--- config.mk ---
export PLATFORM = sky130hd
export DESIGN_NAME = snake_dir_ctrl
export DESIGN_NICKNAME = d
export VERILOG_FILES = /design/src/rtl/snake_pkg.sv /design/src/rtl/dir_fifo.sv /design/src/rtl/snake_dir_ctrl.sv
export SDC_FILE = /design/constraint.sdc
export NUM_CORES = 1
export LEC_CHECK = 0
export CAP_MARGIN = 10
export CORE_MARGIN = 3
export CORE_UTILIZATION = 49
export DETAILED_ROUTE_END_ITERATION = 10
export PLACE_DENSITY = 0.77
export SETUP_SLACK_MARGIN = 0.3
export SLEW_MARGIN = 20
export SYNTH_ARGS = -nofsm -noshare
export SYNTH_HDL_FRONTEND = slang
export SYNTH_SLANG_ARGS = --single-unit
--- constraint.sdc ---
create_clock -name clk -period 3.39 [get_ports clk]
set_input_delay 1.017 -clock clk [delete_from_list [all_inputs] [get_ports clk]]
set_output_delay 1.017 -clock clk [all_outputs]
set_load 0.03 [all_outputs]
--- src/rtl/snake_pkg.sv ---
// Shared types for the snake heading controller: direction encoding,
// the reversal helper and the two-state controller FSM encoding.
package snake_pkg;

  typedef enum logic [1:0] {
    UP    = 2'd0,
    RIGHT = 2'd1,
    DOWN  = 2'd2,
    LEFT  = 2'd3
  } dir_t;

  typedef enum logic {
    WAIT = 1'b0,
    RUN  = 1'b1
  } state_t;

  // Reversing a heading flips bit 1 of the encoding.
  function automatic dir_t opposite(input dir_t d);
    return dir_t'(d ^ 2'b10);
  endfunction

endpackage

--- src/rtl/dir_fifo.sv ---
// Small shift-style queue of pending turns: entry 0 is always the head,
// the tail is the newest entry. Push and pop may coincide even when full.
module dir_fifo
  import snake_pkg::*;
#(
  parameter int DEPTH = 2
) (
  input  logic       clk,
  input  logic       reset,
  input  logic       push,
  input  logic       pop,
  input  dir_t       din,
  output dir_t       head,
  output dir_t       tail,
  output logic [2:0] count,
  output logic       full,
  output logic       empty
);

  dir_t       r_mem [DEPTH];
  logic [2:0] r_count;
  logic       w_do_push;
  logic       w_do_pop;
  logic [2:0] w_wr_idx;

  assign count = r_count;
  assign full  = (r_count == 3'(DEPTH));
  assign empty = (r_count == 3'd0);
  assign head  = r_mem[0];

  always_comb begin
    w_do_pop  = pop && !empty;
    w_do_push = push && (!full || w_do_pop);
    // A simultaneous pop shifts everything down, so the write slot moves too.
    w_wr_idx  = r_count - {2'b00, w_do_pop};
  end

  always_comb begin
    tail = r_mem[0];
    for (int i = 1; i < DEPTH; i++) begin
      if (r_count == 3'(i + 1)) tail = r_mem[i];
    end
  end

  always_ff @(posedge clk) begin
    if (reset) begin
      r_count <= 3'd0;
      for (int i = 0; i < DEPTH; i++) r_mem[i] <= UP;
    end else begin
      if (w_do_pop) begin
        for (int i = 0; i < DEPTH - 1; i++) r_mem[i] <= r_mem[i + 1];
      end
      for (int i = 0; i < DEPTH; i++) begin
        if (w_do_push && (w_wr_idx == 3'(i))) r_mem[i] <= din;
      end
      r_count <= r_count + {2'b00, w_do_push} - {2'b00, w_do_pop};
    end
  end

endmodule

--- src/rtl/snake_dir_ctrl.sv ---
// Snake heading controller: arbitrates presses, filters turns, queues them
// and releases one per tick. Define SNAKE_REVERSE_BLOCK_EN to reject 180° turns.
module snake_dir_ctrl
  import snake_pkg::*;
#(
  parameter int   DEPTH     = 2,
  parameter dir_t RESET_DIR = RIGHT
) (
  input  logic       clk,
  input  logic       reset,
  input  logic       press_up,
  input  logic       press_right,
  input  logic       press_down,
  input  logic       press_left,
  input  logic       tick,
  output logic [1:0] dir,
  output logic       moving,
  output logic       changed,
  output logic       dropped,
  output logic [2:0] q_count,
  output state_t     o_dbg_state
);

  state_t     r_state;
  dir_t       r_dir;
  logic       r_moving;
  logic       r_changed;
  logic       r_dropped;

  dir_t       w_cand;
  logic       w_cand_valid;
  logic       w_multi;
  dir_t       w_last;
  logic       w_dup;
  logic       w_rev;
  logic       w_run;
  logic       w_want;
  logic       w_push;
  logic       w_pop;
  logic       w_drop;

  dir_t       w_head;
  dir_t       w_tail;
  logic [2:0] w_count;
  logic       w_full;
  logic       w_empty;

  // Fixed-priority arbiter: up > right > down > left.
  always_comb begin
    w_cand       = UP;
    w_cand_valid = 1'b1;
    if (press_up)         w_cand = UP;
    else if (press_right) w_cand = RIGHT;
    else if (press_down)  w_cand = DOWN;
    else if (press_left)  w_cand = LEFT;
    else                  w_cand_valid = 1'b0;
  end

  assign w_multi = (press_up    && (press_right || press_down || press_left)) ||
                   (press_right && (press_down || press_left)) ||
                   (press_down  && press_left);

  // Reference heading is taken before any pop in the same cycle.
  always_comb begin
    w_run  = (r_state == RUN);
    w_last = w_empty ? r_dir : w_tail;
    w_dup  = (w_cand == w_last);
`ifdef SNAKE_REVERSE_BLOCK_EN
    w_rev  = (w_cand == opposite(w_last));
`else
    w_rev  = 1'b0;
`endif
    w_pop  = w_run && tick && !w_empty;
    w_want = w_run && w_cand_valid && !w_dup && !w_rev;
    w_push = w_want && (!w_full || tick);
    w_drop = w_multi ||
             (w_run && w_cand_valid && w_rev) ||
             (w_want && w_full && !tick);
  end

  dir_fifo #(
    .DEPTH (DEPTH)
  ) u_fifo (
    .clk   (clk),
    .reset (reset),
    .push  (w_push),
    .pop   (w_pop),
    .din   (w_cand),
    .head  (w_head),
    .tail  (w_tail),
    .count (w_count),
    .full  (w_full),
    .empty (w_empty)
  );

  always_ff @(posedge clk) begin
    if (reset) begin
      r_state   <= WAIT;
      r_dir     <= RESET_DIR;
      r_moving  <= 1'b0;
      r_changed <= 1'b0;
      r_dropped <= 1'b0;
    end else begin
      r_changed <= w_pop;
      r_dropped <= w_drop;
      case (r_state)
        WAIT: begin
          if (w_cand_valid) begin
            r_dir    <= w_cand;
            r_moving <= 1'b1;
            r_state  <= RUN;
          end
        end
        RUN: begin
          if (w_pop) r_dir <= w_head;
        end
        default: r_state <= WAIT;
      endcase
    end
  end

  assign dir         = r_dir;
  assign moving      = r_moving;
  assign changed     = r_changed;
  assign dropped     = r_dropped;
  assign q_count     = w_count;
  assign o_dbg_state = r_state;

endmodule

======== Yosys cells after proc, flatten, opt, wreduce, memory -nomap -nowiden ========
Memories as Yosys holds them, arrays and structs flattened.
Cells that the tools add are included.
operators by class
  shift operators ......................... 0
  $add $sub $neg .......................... 3
  muxes and demuxes ....................... 29
  equality and inequality tests ........... 5
  magnitude comparators ................... 0
  multipliers ............................. 0
  bitwise gates (word level) .............. 4
  div/mod/pow operators ................... 0
  reduce and logical (&&, ||, !) cells .... 30
operators by type and width
  kind                  count
  $mux W2               11
  $mux W1               17
  $logic_and A1 B1 Y1   14
  $logic_or A1 B1 Y1    8
  $logic_not A3 Y1      2
  $sub A3 B1 Y3         2
  $logic_not A1 Y1      4
  $pmux W2 S2           1
  $reduce_and A2 Y1     2
  $add A3 B1 Y3         1
  $eq A3 B1 Y1 const B  1
  $eq A3 B2 Y1 const B  1
  $or A1 B1 Y1          3
  $eq A2 B2 Y1          1
  $ne A2 B1 Y1 const B  1
  $ne A2 B2 Y1 const B  1
  $not A1 Y1            1
word-level totals
  bits in writable memories ............... 4
  word-level logic and storage cells ...... 78
  bits in latches ......................... 0
  ROM bits ................................ 0
  flip-flop bits (word level) ............. 9
  memories kept ........................... 1
memory list
  name          words  width  rd ports  clocked after memory_dff  write ports  line            text
  u_fifo.r_mem  2      2      2         0                         2            dir_fifo.sv:20  dir_t r_mem [DEPTH];

======== Longest topological paths before layout ========
  word-level depth ........................ 14
  depth in mapped cells ................... 11

======== Modules after synthesis ========
From an unflattened synthesis, not the netlist that was laid out.
second synthesis, totals
  cell total of the unflattened synthesis .. 95
  area total of the unflattened synthesis .. 884.6 um^2
by module, submodules not included
  module          times used  seq. area each (um^2)  area each (um^2)  cells each
  dir_fifo        1           180.2                  498.0             46
  snake_dir_ctrl  1           120.1                  386.6             49

======== Worst setup path before layout ========
Ideal clock, no wire load.
  path kind ............................... input port to flip-flop
  start ................................... input port tick
  end ..................................... memory u_fifo.r_mem[0][0] (netlist name), enable pin
  cell stages on the path ................. 9
  setup time .............................. 0.327 ns
  arrival ................................. 2.788 ns
  data required time ...................... 3.063 ns
  path slack .............................. 0.275 ns
  path buffers ............................ 0
  path through ............................ nand2_1 a21o_1 inv_1 ha_1 ha_1 xor2_1 or4b_4 a211o_2 o21ai_0
RTL lines
  what                line                  text
  start: declaration  snake_dir_ctrl.sv:15  input logic tick,
  end: declaration    dir_fifo.sv:20

======== Worst setup path in the final report ========
  start ................................... input port press_left
  end ..................................... register u_fifo.r_count[2] (netlist: u_fifo.count[2])
between the ends
  cells in the longest elaborated chain, start to end .. 11
  elaborated cells on any way between the ends .. 16
  classes of those cells .................. add/sub (2); eq/ne (1); mux (8); reduce/logical (5)
ends and longest elaborated chain
  what                     line                  text
  start: declaration       snake_dir_ctrl.sv:14  input logic press_left,
  $mux W2                  snake_dir_ctrl.sv:55  else if (press_left) w_cand = LEFT;
  $mux W2                  snake_dir_ctrl.sv:54  else if (press_down) w_cand = DOWN;
  $mux W2                  snake_dir_ctrl.sv:53  else if (press_right) w_cand = RIGHT;
  $mux W2                  snake_dir_ctrl.sv:52  if (press_up) w_cand = UP;
  $eq A2 B2 Y1             snake_dir_ctrl.sv:67  w_dup = (w_cand == w_last);
  $logic_not A1 Y1         snake_dir_ctrl.sv:74  w_want = w_run && w_cand_valid && !w_dup && !w_rev;
  $logic_and A1 B1 Y1 (*)  snake_dir_ctrl.sv:74
  $logic_and A1 B1 Y1 (*)  snake_dir_ctrl.sv:75  w_push = w_want && (!w_full || tick);
  $logic_and A1 B1 Y1 (*)  dir_fifo.sv:33        w_do_push = push && (!full || w_do_pop);
  $add A3 B1 Y3 (*)        dir_fifo.sv:56        r_count <= r_count + {2'b00, w_do_push} - {2'b00, w_do_pop};
  $sub A3 B1 Y3 (*)        dir_fifo.sv:56
  end signal: assignment   dir_fifo.sv:56
  end: declaration         dir_fifo.sv:21        logic [2:0] r_count;
Every way passes the cells marked *; elsewhere a longest branch is shown, timed or not.
A chain may end at the register's enable or synchronous reset.

==> flow_metrics.py <==
metrics = {
    "final_layout": {
        "final_common_cell": "clkdlybuf4s50_1",
        "layout-drive-gt1-share_pct": 30.4,
        "area_growth_syn_to_layout_pct": 41.8,
        "num-fill-cells": 94,
        "nets": 125,
        "final_area_um2": 1110,
        "most-common-layout-cells": "clkdlybuf4s50_1 (13), buf_4 (12), nor2_1 (10)",
        "antennaDiodeCount": 0,
    },
    "floorplanning": {
        "num_rows": 13,
        "die_area_um2": 2120,
        "initial_utilization_pct": 56.1,
        "die_h_um": 46.0,
        "core_area_um2": 1400,
        "boundaryPins": 16,
        "die_w_um": 46.0,
    },
    "timing": {
        "fin_crit_ns": 3.04,
        "layout_setup_ws_ns": 0.355,
        "drv_slew": 0,
        "relSlewSlack_pct": 72.7,
        "setup_viol": 0,
        "hold_viol": 0,
        "finClkSkew_ns": 0.00241,
        "fin_crit_sh_pct": 89.5,
        "max_clock_freq_ghz": 0.329,
        "worst_slew_pin_slew_ns": 0.405,
        "rsz0062_at_grt": "yes",
        "whs_ns": 0.475,
        "tns_ns": 0,
    },
    "place": {
        "pre_cts_ws_ns": -0.229,
        "place.gp.congestion": 0.853,
        "dp_hpwl_mm": 1.29,
        "port_buffers": 15,
        "dpl_cell_area_um2": 1040,
    },
    "yosys": {
        "ys_seq_area_share_pct": 38.3,
        "ys_warn_count": 0,
        "synth_ff_type": "dfxtp_1",
        "synth.top_cell.area_share_pct": 23.0,
        "netlist-cell-type-count": 32,
        "synth.avg_cell_area_um2": 9.45,
        "synth_area_um2": 785,
        "synth-edff-count": 4,
        "synthTopCellsByArea": "dfxtp_1 (23%), edfxtp_1 (15%), ha_1 (6.4%), nor2_1 (4.8%), xnor2_1 (4.5%)",
        "async_flop_share_pct": 0,
        "synthCells": 83,
        "ys_ff_latch": 13,
        "synth_top_cell_by_area": "dfxtp_1",
        "syn_nets": 95,
    },
    "detailed_routing": {
        "drt_iter0_markers": 8,
        "vias_per_cell": 5.35,
        "routed-via-count": 679,
        "drc": 0,
        "ant_nets": 0,
        "wirelength_mm": 1.70,
        "dr.pass1.iters": 4,
        "wire_per_inst_um": 13.4,
    },
    "run_status": {
        "status": "completed",
    },
    "critical_path": {
        "endpoint_kind": "flip-flop",
        "worstPathArrival_ns": 3.22,
        "cp-start-kind": "input port",
        "cp_common_cell": "xnor2_1",
        "crit_required_ns": 3.57,
        "crit_fanout": 3,
        "slowest_stage": "clkdlybuf4s50_1",
        "critPathKind": "input port to flip-flop",
        "crit_path_max_incr_delay_ns": 0.42,
        "worstPathCellList": "clkdlybuf4s50_1, buf_4, and2b_2, o21bai_4, xnor2_1, a21o_2, a31oi_2, ha_1, fa_2, xnor2_2, xnor2_1, nor2_1",
    },
    "clock_tree": {
        "clk_pin_slew_worst_paths_ns": 0.08,
        "postCtsSetupRepairBufs": 0,
        "numClockSinks": 13,
        "insertion_delay_ns": 0.28,
        "numCtsBuffers": 3,
        "cts_root_buf": "clkbuf_4",
        "htree_levels": 1,
        "cts_buffer_depth": 2,
        "cts_tree": "done",
    },
    "power_and_ir_drop": {
        "p_leak_nw": 0.493,
        "ir_drop_v": 0.000509,
        "power_uw": 731,
        "power.density_nw_per_um2": 657,
    },
    "global_routing": {
        "grt_max_degree": 12,
        "overflow": 0,
        "grt_pass1_vias": 671,
        "antenna_found_initial": 0,
        "grt_pass1_wl_mm": 2.88,
        "grt_use_total_pct": 19.7,
    },
    "hold_path": {
        "hp-class": "flip-flop to flip-flop",
    },
    "flow_run": {
        "cap_viol_max_count": 0,
    },
}
## logic make-up after synthesis
group | synth area share, %
AO/OA/AOI/OAI | 18.3
XOR/XNOR | 5.58
adder cells (fa/ha/maj) | 10.2
buffers and inverters | 5.26
flip-flops | 38.3
multiplexers | 6.70
AND/OR/NAND/NOR | 15.6
## stage by stage
stage          instances  util (%)
5_1_grt              127      79.5
6_report             127      79.5
3_5_place_dp         123      74.3
4_1_cts              127      77.6
3_3_place_gp         123      74.3
2_1_floorplan         83         -
## final cells by class
| type | instances | area [um^2] | area share, % |
|---|---|---|---|
| Tap cell | 15 | 18.8 | 1.69 |
| Inverter | 8 | 30.0 | 2.70 |
| Multi-Input combinational cell | 60 | 494 | 44.4 |
| Sequential cell | 13 | 300 | 27.0 |
| Clock buffer | 4 | 26.3 | 2.36 |
| Timing Repair Buffer | 27 | 243 | 21.8 |
## layer usage
layer | global-route usage (%) | wire [um]
met4 | 8.52 | 42
met1 | 24.8 | 788
met3 | 4.74 | 77
met5 | 0 | 0
met2 | 31.6 | 791
## critical path, delay by kind of cell
| kind | cells | cell delay, ns |
|---|---|---|
| XOR/XNOR | 3 | 0.46 |
| adder cells (fa/ha/maj) | 2 | 0.59 |
| AO/OA/AOI/OAI | 3 | 0.34 |
| AND/OR/NAND/NOR | 2 | 0.25 |
| buffers and inverters | 2 | 0.57 |
## cell usage after synthesis, types with 2 or more instances
cell,number
nor2_1,10
dfxtp_1,9
inv_1,8
o21ai_0,6
a21oi_1,5
edfxtp_1,4
ha_1,4
xnor2_1,4
a21o_1,3
mux2i_1,3
mux2_2,2
nand2_1,2
nand2b_1,2
nor2b_1,2
nor3_1,2
## registers in the layout, summed over array words and instances, names as in the netlist
signal	count
u_fifo.r_mem	4
u_fifo.count	3
dir	2
changed	1
dropped	1
moving	1
o_dbg_state	1
## where the power goes
| part | internal [mW] | total (mW) | switching, mW |
|---|---|---|---|
| Sequential | 0.196 | 0.231 | 0.0346 |
| Combinational | 0.206 | 0.402 | 0.196 |
| Clock | 0.0457 | 0.0976 | 0.0519 |
## final timing paths
| check | start | to | slack [ns] | cells past startpoint |
|---|---|---|---|---|
| min reg2reg | moving | moving | 0.48 | 2 |
| min | moving | moving | 0.48 | 2 |
| max reg2reg | u_fifo.count[2] | u_fifo.r_mem[0][1] | 0.58 | 10 |
| max | press_left | u_fifo.count[2] | 0.35 | 12 |
## what timing repair did
item,in CTS,in global routing
hold endpoints to repair,0,0
gates cloned,0,0
gates resized for setup,10,7
setup endpoints to repair,9,8
pin swaps,4,3
hold buffers,0,0
(Power assumes the default switching activity.)
